--- src/rtl/axilite_arb2.sv ---
`default_nettype none
// axilite_arb2 -- two-requester AXI4-Lite arbiter onto one master port; round-robin per direction.
// Rev 1.0 -- one outstanding write and one outstanding read, every output registered.
module axilite_arb2 #(
  parameter int AW = 17
) (
  input  logic            clk,
  input  logic            reset,
  input  logic [1:0]      s_axi_awvalid,
  output logic [1:0]      s_axi_awready,
  input  logic [2*AW-1:0] s_axi_awaddr,
  input  logic [1:0]      s_axi_wvalid,
  output logic [1:0]      s_axi_wready,
  input  logic [63:0]     s_axi_wdata,
  input  logic [7:0]      s_axi_wstrb,
  output logic [1:0]      s_axi_bvalid,
  input  logic [1:0]      s_axi_bready,
  output logic [1:0]      s_axi_bresp,
  input  logic [1:0]      s_axi_arvalid,
  output logic [1:0]      s_axi_arready,
  input  logic [2*AW-1:0] s_axi_araddr,
  output logic [1:0]      s_axi_rvalid,
  input  logic [1:0]      s_axi_rready,
  output logic [31:0]     s_axi_rdata,
  output logic [1:0]      s_axi_rresp,
  output logic            m_axi_awvalid,
  input  logic            m_axi_awready,
  output logic [AW-1:0]   m_axi_awaddr,
  output logic            m_axi_wvalid,
  input  logic            m_axi_wready,
  output logic [31:0]     m_axi_wdata,
  output logic [3:0]      m_axi_wstrb,
  input  logic            m_axi_bvalid,
  output logic            m_axi_bready,
  input  logic [1:0]      m_axi_bresp,
  output logic            m_axi_arvalid,
  input  logic            m_axi_arready,
  output logic [AW-1:0]   m_axi_araddr,
  input  logic            m_axi_rvalid,
  output logic            m_axi_rready,
  input  logic [31:0]     m_axi_rdata,
  input  logic [1:0]      m_axi_rresp,
  output logic            wr_grant,
  output logic            rd_grant
);

  localparam logic [2:0] W_IDLE  = 3'd0;
  localparam logic [2:0] W_ADDR  = 3'd1;
  localparam logic [2:0] W_DATA  = 3'd2;
  localparam logic [2:0] W_MRESP = 3'd3;
  localparam logic [2:0] W_SRESP = 3'd4;

  localparam logic [1:0] R_IDLE  = 2'd0;
  localparam logic [1:0] R_ADDR  = 2'd1;
  localparam logic [1:0] R_MDATA = 2'd2;
  localparam logic [1:0] R_SDATA = 2'd3;

  logic [2:0]    wr_state;
  logic [1:0]    rd_state;
  logic          wr_ptr;
  logic          rd_ptr;
  logic          wr_sel;
  logic          rd_sel;
  logic [AW-1:0] awaddr_sel;
  logic [AW-1:0] araddr_sel;
  logic [31:0]   wdata_sel;
  logic [3:0]    wstrb_sel;

  // Pointer holds the last winner; on contention the other port wins.
  assign wr_sel     = (&s_axi_awvalid) ? ~wr_ptr : s_axi_awvalid[1];
  assign rd_sel     = (&s_axi_arvalid) ? ~rd_ptr : s_axi_arvalid[1];
  assign awaddr_sel = wr_sel ? s_axi_awaddr[2*AW-1:AW] : s_axi_awaddr[AW-1:0];
  assign araddr_sel = rd_sel ? s_axi_araddr[2*AW-1:AW] : s_axi_araddr[AW-1:0];
  assign wdata_sel  = wr_grant ? s_axi_wdata[63:32] : s_axi_wdata[31:0];
  assign wstrb_sel  = wr_grant ? s_axi_wstrb[7:4] : s_axi_wstrb[3:0];

  always_ff @(posedge clk or posedge reset) begin
    if (reset) begin
      wr_state      <= W_IDLE;
      wr_ptr        <= 1'b1;
      wr_grant      <= 1'b0;
      s_axi_awready <= 2'b00;
      s_axi_wready  <= 2'b00;
      s_axi_bvalid  <= 2'b00;
      s_axi_bresp   <= 2'b00;
      m_axi_awvalid <= 1'b0;
      m_axi_awaddr  <= '0;
      m_axi_wvalid  <= 1'b0;
      m_axi_wdata   <= 32'd0;
      m_axi_wstrb   <= 4'd0;
      m_axi_bready  <= 1'b0;
    end else begin
      s_axi_awready <= 2'b00;
      s_axi_wready  <= 2'b00;
      case (wr_state)
        W_IDLE: begin
          if (|s_axi_awvalid) begin
            wr_grant      <= wr_sel;
            m_axi_awaddr  <= awaddr_sel;
            m_axi_awvalid <= 1'b1;
            wr_state      <= W_ADDR;
          end
        end
        W_ADDR: begin
          if (m_axi_awvalid && m_axi_awready) begin
            m_axi_awvalid           <= 1'b0;
            s_axi_awready[wr_grant] <= 1'b1;
            wr_state                <= W_DATA;
          end
        end
        W_DATA: begin
          if (!m_axi_wvalid && s_axi_wvalid[wr_grant]) begin
            m_axi_wdata  <= wdata_sel;
            m_axi_wstrb  <= wstrb_sel;
            m_axi_wvalid <= 1'b1;
          end
          // Requester's wready only pulses once the master has taken the beat.
          if (m_axi_wvalid && m_axi_wready) begin
            m_axi_wvalid           <= 1'b0;
            s_axi_wready[wr_grant] <= 1'b1;
            m_axi_bready           <= 1'b1;
            wr_state               <= W_MRESP;
          end
        end
        W_MRESP: begin
          if (m_axi_bvalid) begin
            s_axi_bresp            <= m_axi_bresp;
            m_axi_bready           <= 1'b0;
            s_axi_bvalid[wr_grant] <= 1'b1;
            wr_state               <= W_SRESP;
          end
        end
        W_SRESP: begin
          if (s_axi_bready[wr_grant]) begin
            s_axi_bvalid <= 2'b00;
            wr_ptr       <= wr_grant;
            wr_state     <= W_IDLE;
          end
        end
        default: wr_state <= W_IDLE;
      endcase
    end
  end

  always_ff @(posedge clk or posedge reset) begin
    if (reset) begin
      rd_state      <= R_IDLE;
      rd_ptr        <= 1'b1;
      rd_grant      <= 1'b0;
      s_axi_arready <= 2'b00;
      s_axi_rvalid  <= 2'b00;
      s_axi_rdata   <= 32'd0;
      s_axi_rresp   <= 2'b00;
      m_axi_arvalid <= 1'b0;
      m_axi_araddr  <= '0;
      m_axi_rready  <= 1'b0;
    end else begin
      s_axi_arready <= 2'b00;
      case (rd_state)
        R_IDLE: begin
          if (|s_axi_arvalid) begin
            rd_grant      <= rd_sel;
            m_axi_araddr  <= araddr_sel;
            m_axi_arvalid <= 1'b1;
            rd_state      <= R_ADDR;
          end
        end
        R_ADDR: begin
          if (m_axi_arvalid && m_axi_arready) begin
            m_axi_arvalid           <= 1'b0;
            s_axi_arready[rd_grant] <= 1'b1;
            m_axi_rready            <= 1'b1;
            rd_state                <= R_MDATA;
          end
        end
        R_MDATA: begin
          if (m_axi_rvalid) begin
            s_axi_rdata            <= m_axi_rdata;
            s_axi_rresp            <= m_axi_rresp;
            m_axi_rready           <= 1'b0;
            s_axi_rvalid[rd_grant] <= 1'b1;
            rd_state               <= R_SDATA;
          end
        end
        R_SDATA: begin
          if (s_axi_rready[rd_grant]) begin
            s_axi_rvalid <= 2'b00;
            rd_ptr       <= rd_grant;
            rd_state     <= R_IDLE;
          end
        end
        default: rd_state <= R_IDLE;
      endcase
    end
  end

endmodule
`default_nettype wire

--- config.mk ---
export PLATFORM = sky130hd
export DESIGN_NAME = axilite_arb2
export DESIGN_NICKNAME = d
export VERILOG_FILES = /design/src/rtl/axilite_arb2.sv
export SDC_FILE = /design/constraint.sdc
export NUM_CORES = 1
export LEC_CHECK = 0
export ABC_AREA = 1
export CAP_MARGIN = 20
export CORE_MARGIN = 1
export CORE_UTILIZATION = 39
export CTS_CLUSTER_SIZE = 10
export DETAILED_ROUTE_END_ITERATION = 12
export PLACE_DENSITY = 0.8
export SYNTH_ARGS = -nofsm -noshare
export SYNTH_HDL_FRONTEND = slang
export SYNTH_SLANG_ARGS = --single-unit
--- constraint.sdc ---
create_clock -name clk -period 5.2 [get_ports clk]
set_input_delay 1.04 -clock clk [delete_from_list [all_inputs] [get_ports clk]]
set_output_delay 1.04 -clock clk [all_outputs]
set_load 0.005 [all_outputs]
-- Word-level counts from Yosys, hierarchy flattened
Index checks and enable logic that the tools add are counted.
- bits in registers: 130
- bits of input ports: 193
- output and inout port bits: 123
- word-level logic and storage cells: 135
- $lt $le $gt $ge: 4
- eq/ne operators: 16
- muxes and demuxes: 52
- bitwise logic cells: 4
- reductions and logical operators: 36
- operator list (cell ; count):
    17-bit two-way mux ; 2
    32-bit two-way mux ; 1
    2-bit two-way mux ; 13
    1-bit two-way mux ; 20
    2-bit AND reduction ; 10
    2-bit inequality test, second input constant ; 9
    3-bit AND reduction ; 6
    3-bit two-way mux ; 5
    3-bit case mux with 5 select lines ; 1
    2-bit nonzero test ; 7
    1-bit case mux with 2 select lines ; 4
    2-bit case mux with 2 select lines ; 2
    2-bit case mux with 4 select lines ; 1
    3-bit by 2-bit == test with 1-bit output, second input constant ; 2
    1-bit logical AND ; 6
    5-bit AND reduction ; 1
    2-bit == test, second input constant ; 2
    1-bit by 2-bit less-than comparator with 1-bit output, second input constant ; 2
    4-bit two-way mux ; 1
    2-bit bitwise OR ; 2
    4-bit AND reduction ; 1
    2-bit OR reduction ; 2
    3-bit by 1-bit == test with 1-bit output, second input constant ; 1
    3-bit == test, second input constant ; 1
    other kinds (7) ; 10

-- Logic depth before layout (Yosys ltp)
Gate-level depths: netlist (run 1).
- word-level depth: 7
- depth in mapped cells: 10
- depth with buffers taken out: 8

-- Least setup slack after synthesis (run 1)
OpenSTA, ideal clock, no wires.
- path type: input to register
- from: input port s_axi_awvalid[1]
- to: register m_axi_awaddr[0]
- library setup time: 121 ps
- data arrival time: 1835 ps
- required time: 5079 ps
- setup slack: 3243 ps
- cell stages on the path: 6
- path buffers: 1
- cell sequence: inv_1 -> a21oi_4 -> clkinv_1 -> buf_2 -> nor2_1 -> o21ai_1
- word-level cells in the longest chain between the ends: 3
- elaborated cells on any way between the ends: 5
- classes of those cells: mux (2); reduce/logical (3)
- ends and longest elaborated chain (element ; RTL line ; RTL):
    from (decl) ; 9 ; input logic [1:0] s_axi_awvalid,
    2-bit AND reduction ; 70 ; assign wr_sel = (&s_axi_awvalid) ? ~wr_ptr : s_axi_awvalid[1];
    1-bit two-way mux ; 70 ;
    17-bit two-way mux ; 72 ; assign awaddr_sel = wr_sel ? s_axi_awaddr[2*AW-1:AW] : s_axi_awaddr[AW-1:0];
    to (signal assigned) ; 99 ; m_axi_awaddr <= awaddr_sel;
    to (decl) ; 28 ; output logic [AW-1:0] m_axi_awaddr,
Parallel ways exist; a longest one is shown, timed or not.
A chain may end at the register's enable or synchronous reset.

-- Worst setup path in the final report (run 1)
- from: register wr_grant
- to: output port wr_grant
- RTL lines (element ; RTL line ; RTL):
    from (decl) ; 43 ; output logic wr_grant,
    from (signal assigned) ; 98 ; wr_grant <= wr_sel;
No word-level cell between the ends.

==> flow_summary.toml, run 1 <==
[yosys]
ys_warn_count = 0
async_flop_share = 1.00
yosysTopAreaCell = "dfrtp_1"
synth_common_cells = "nand2_1, dfrtp_1, nor2_1"
postSynthCellCount = 616
yosys.cell_types.count = 31
ys_ff_latch = 130
synth_nets = 813
netlist.area_leader.share = 0.547
ys_seq_area_frac = 0.556
syn_avg_cell_area_sq_um = 9.51
synth_edf_count = 0
synthFlopType = "dfrtp_1"
syn_area_sq_um = 5860
yosysMostFrequentCell = "nand2_1"
synthTopCellsByArea = "dfrtp_1, nand2_1, mux2_2"

[clock_network]
root_buffer = "clkbuf_16"
hold_buffers = 0
cts_inserted_buffers = 17
h-tree-depth = 4
clkTransAtPathRegs_ps = 60
cts_resized = 0
post_cts_buffers = 0
cts_tree = "yes"
tritoncts_num_sinks = 130
clk_path_buf_depth = 2
clock_latency_ps = 410

[sta]
finalCritPeriodShare = 0.612
period_minus_slack_ps = 3180
tns_ps = 0
max_slew_margin = 0.389
rsz0062_at_grt = "false"
holdWs_ps = 474
hold_viol_final = 0
finalClockSkew_ps = 8.61
tightestPinTransition_ps = 917
fmax_ghz = 0.314
slew_violations = 0
setup_violations = 0

[place]
portBuffers = 315
hpwl_microns = 12600
gp_congestion = 0.802

[worst_setup_path]
critical_path_buf_inv_count = 2
worstSetupStartpointType = "flip-flop"
cp_top_family = "buffers and inverters"
crit_path_max_fanout = 30
cp-end-kind = "primary output"
cp_slowest_stage_delay_ps = 690
criticalPathCategory = "reg2out"
crit_chain = "buf_4 -> clkdlybuf4s50_1"
cp.required_ps = 4160
crit_arrival_ps = 2140
cpMaxStageDelayCell = "dfrtp_1"

[cells_and_area]
fillers = 1179
antenna_cells = 0
fin_nets = 1122
regArea_sq_um = 3260
drive_gt1_frac = 0.126
multiInputGateArea_sq_um = 2290
area_growth_pct = 66.4
final_util = 0.668

[global_routing]
antenna_found_initial = 0
overflow = 0
grt_pass1_wl_microns = 28900
grt_usage = 0.238
grt_pass1_vias = 5635
grt_max_degree = 104

[floorplan]
dieArea_sq_um = 15500
core_sq_um = 14600
initial_utilization = 0.402
die_h_microns = 125
rows = 44
pin_count = 316
dieWidth_microns = 125

[run_status]
outcome = "finished clean"

[pwr]
vdd_ir_drop_max_mv = 0.275
power_per_cell_area_nw_per_um2 = 560
p_leak_nw = 4.32

[flow_run]
drv_cap = 0

[route]
dr.pass1.iters = 5
drt_wl_total_microns = 17800
drt_iter0_drc = 213
remaining_drc_errors = 0
ant_nets = 0
num_vias = 5491
wl_per_cell_microns = 15.9
routed_via_density = 4.89

[hold_path]
min_path_type = "reg2reg"
-- stage by stage --
| stage | cells | total power, mW | area [sq um] | setup WS [ps] |
|---|---|---|---|---|
| 2_1_floorplan | 616 | 2.86 | 5860 | 694 |
| 5_1_grt | 1122 | 5.83 | 9750 | 1880 |
| 3_3_place_gp | 1089 | 4.12 | 9090 | 2180 |
| 3_5_place_dp | 1089 | 4.18 | 9090 | 2140 |
| 6_report | 1122 | 5.46 | 9750 | 2020 |
| 4_1_cts | 1121 | 5.50 | 9720 | 2020 |
-- final cells by class --
cell class,count,area share
inverter,34,0.0140
multi-input combinational,423,0.235
clock buffer,18,0.0440
clock inverter,14,0.0208
sequential,130,0.334
tap,184,0.0236
timing repair buffer,319,0.329
-- sequential cells by signal, indices dropped and copies added, names as in the netlist, 2 cells and up --
signal	count
m_axi_wstrb	4
s_axi_arready	2
s_axi_bresp	2
s_axi_rdata	32
m_axi_araddr	17
s_axi_rresp	2
m_axi_awaddr	17
s_axi_rvalid	2
s_axi_awready	2
s_axi_bvalid	2
s_axi_wready	2
wr_state	3
rd_state	2
m_axi_wdata	32
-- kinds of logic (layout without fill, tap and decap cells) --
group	after synthesis	in the layout	share of synthesized area
AO/OA/AOI/OAI	111	111	0.118
multiplexers	34	34	0.0653
AND/OR/NAND/NOR	274	274	0.199
adder cells (fa/ha/maj)	4	4	0.00854
buffers and inverters	63	385	0.0534
flip-flops	130	130	0.556
-- worst paths after layout --
path	slack, ps	cells past startpoint	endpoint	from
hold reg to reg	470	2	s_axi_bresp[1]	s_axi_bresp[1]
min in group asynchronous	1220	2	s_axi_awready[1]	reset
setup / recovery	2020	2	wr_grant	wr_grant
hold / removal	470	2	s_axi_bresp[1]	s_axi_bresp[1]
setup reg to reg	2690	8	m_axi_wdata[23]	wr_grant
max in group asynchronous	3050	3	m_axi_wdata[18]	reset
-- worst min-delay path, cell delays in order, from the launching register on --
cell and delay [ps]:
dfrtp_1 340, nand2_1 60, nand2_1 50
-- cell usage in the layout (no fill, tap or decap), drive strengths merged --
cell type / netlist / routed
ha: 4 / 4
o21ai: 47 / 47
nand2: 173 / 173
inv: 31 / 34
mux2: 34 / 34
buf: 20 / 4
nand3: 10 / 10
or2: 36 / 36
nand4: 2 / 2
bufinv: 0 / 4
clkdlybuf4s50: 0 / 315
dfrtp: 128 / 128
clkinvlp: 0 / 1
clkbuf: 9 / 18
a21oi: 7 / 7
o21a: 2 / 2
a22oi: 1 / 1
nor2: 53 / 53
a31oi: 17 / 17
dfstp: 2 / 2
clkinv: 3 / 9
o211ai: 37 / 37
-- metal layers --
metal,vias up,wire length (microns),track usage
met3,38,1570,0.0756
met2,238,8720,0.404
met1,2559,7020,0.274
met4,0,535,0.107
li1,2656,-,-
met5,-,0,0
-- power by group --
group | internal [mW] | total, mW | leakage, nW | switching [mW]
sequential | 1.51 | 1.80 | 1.57 | 0.293
combinational | 1.36 | 2.38 | 2.45 | 1.02
clock | 0.810 | 1.28 | 0.305 | 0.467
total | 3.68 | 5.46 | 4.32 | 1.78
Power figures use the tool's default switching activity.
==> run 2, diff against run 1 <==
==> constraint.sdc (replaced) <==
create_clock -name clk -period 3 [get_ports clk]
set_input_delay 0.6 -clock clk [delete_from_list [all_inputs] [get_ports clk]]
set_output_delay 0.6 -clock clk [all_outputs]
set_load 0.005 [all_outputs]
==> flow_summary.toml, run 2 (synthesis results as in run 1) <==
[run_status]
outcome = "finished clean"

[worst_setup_path]
rr_worst_depth = 7
cp.depth = 1
r2r_start = "wr_grant"
crit_path_end = "wr_grant"
startpoint = "wr_grant"
crit_path_max_fanout = 9
critical_path_buf_inv_count = 1
cp_top_family = "flip-flops"
cpMaxStageDelayCell = "dfrtp_1"
crit_arrival_ps = 1600
worstSetupStartpointType = "flip-flop"
crit_chain = "clkdlybuf4s50_1"
cp-end-kind = "primary output"
cp_slowest_stage_delay_ps = 600
reg2reg_setup_slack_ps = 1040
cp.required_ps = 2400
r2r_end = "m_axi_wdata[18]"
criticalPathCategory = "reg2out"

[cells_and_area]
stdcell_area_sq_um = 9800
area_growth_pct = 67.1
final_common_cell = "clkdlybuf4s50_1"
final_cell_mix = "clkdlybuf4s50_1, nand2_1, dfrtp_1"
drive_gt1_frac = 0.130
instances_no_fill = 1125
fin_nets = 1125
antenna_cells = 0
final_util = 0.671
largestRegisters = "m_axi_wdata x32, s_axi_rdata x32"

[place]
dp_slack_ps = 513
gp_congestion = 0.791
hpwl_microns = 12800
placed_cell_area_sq_um = 9160
placed_cells = 1093
portBuffers = 315

[clock_network]
cts_resized = 0
clock_latency_ps = 410
root_buffer = "clkbuf_16"
cts_tree = "yes"
clk_path_buf_depth = 2
tritoncts_num_sinks = 130
hold_buffers = 0
h-tree-depth = 4
cts_inserted_buffers = 17
post_cts_buffers = 0
clkTransAtPathRegs_ps = 60

[pwr]
p_leak_nw = 4.34
power_per_cell_area_nw_per_um2 = 963
vdd_ir_drop_max_mv = 0.467

[sta]
finalCritPeriodShare = 0.735
slew_violations = 0
finalClockSkew_ps = 7.36
tns_ps = 0
layout_setup_ws_ps = 795
period_minus_slack_ps = 2200
setup_violations = 0
max_slew_margin = 0.628
fmax_ghz = 0.454
hold_viol_final = 0
rsz0062_at_grt = "false"
tightestPinTransition_ps = 555

[flow_run]
drv_cap = 0

[global_routing]
grt_pass1_vias = 5387
overflow = 0
grt_max_degree = 71
antenna_found_initial = 1
grt_usage = 0.233
grt_pass1_wl_microns = 28200

[route]
ant_nets = 0
drt_iter0_drc = 359
drt_wl_total_microns = 17600
dr.pass1.iters = 5
wl_per_cell_microns = 15.6
routed_via_density = 4.85
remaining_drc_errors = 0
num_vias = 5458

[hold_path]
min_path_type = "reg2reg"
min_path_cells = 2

[floorplan]
dieWidth_microns = 125
initial_utilization = 0.402
pin_count = 316
core_sq_um = 14600
die_h_microns = 125
dieArea_sq_um = 15500
rows = 44
==> run 2: worst min path at each step <==
| stage | slack [ps] | endpoint | startpoint |
|---|---|---|---|
| floorplan | 470 | s_axi_bresp[0] | s_axi_bresp[0] |
| global placement | 460 | s_axi_bresp[1] | s_axi_bresp[1] |
| detailed placement | 460 | m_axi_wstrb[0] | m_axi_wstrb[0] |
| CTS | 480 | m_axi_wdata[10] | m_axi_wdata[10] |
| global route | 490 | m_axi_wdata[31] | m_axi_wdata[31] |
| finish | 470 | s_axi_bresp[1] | s_axi_bresp[1] |
==> run 2: final cells by class <==
type / instances / area, sq um
clock buffers: 22 / 494
clock inverters: 10 / 145
fillers: 1166 / 4790
inverters: 34 / 135
multi-input cells: 423 / 2290
flip-flops and latches: 130 / 3260
well taps: 184 / 230
repair buffers: 322 / 3240
==> run 2: per-stage QoR <==
stage | hold WS (ps) | power [mW]
2_1_floorplan | 465 | 4.96
3_3_place_gp | 456 | 7.17
3_5_place_dp | 464 | 7.29
4_1_cts | 480 | 9.53
5_1_grt | 489 | 10.1
6_report | 473 | 9.44
==> run 2: report_power, final <==
group	internal, mW	total, mW	switching (mW)	leakage, nW
clock network	1.43	2.20	0.772	0.310
logic	2.37	4.11	1.75	2.46
registers	2.61	3.12	0.511	1.57
total	6.41	9.44	3.03	4.34
==> run 2: layer usage <==
metal,up-vias,wire [microns],global-route usage,share of wire
li1,2658,-,-,-
met1,2517,6810,0.270,0.39
met2,251,8800,0.396,0.50
met3,30,1600,0.0786,0.091
met4,2,385,0.0872,0.022
met5,-,12,0,0.00068
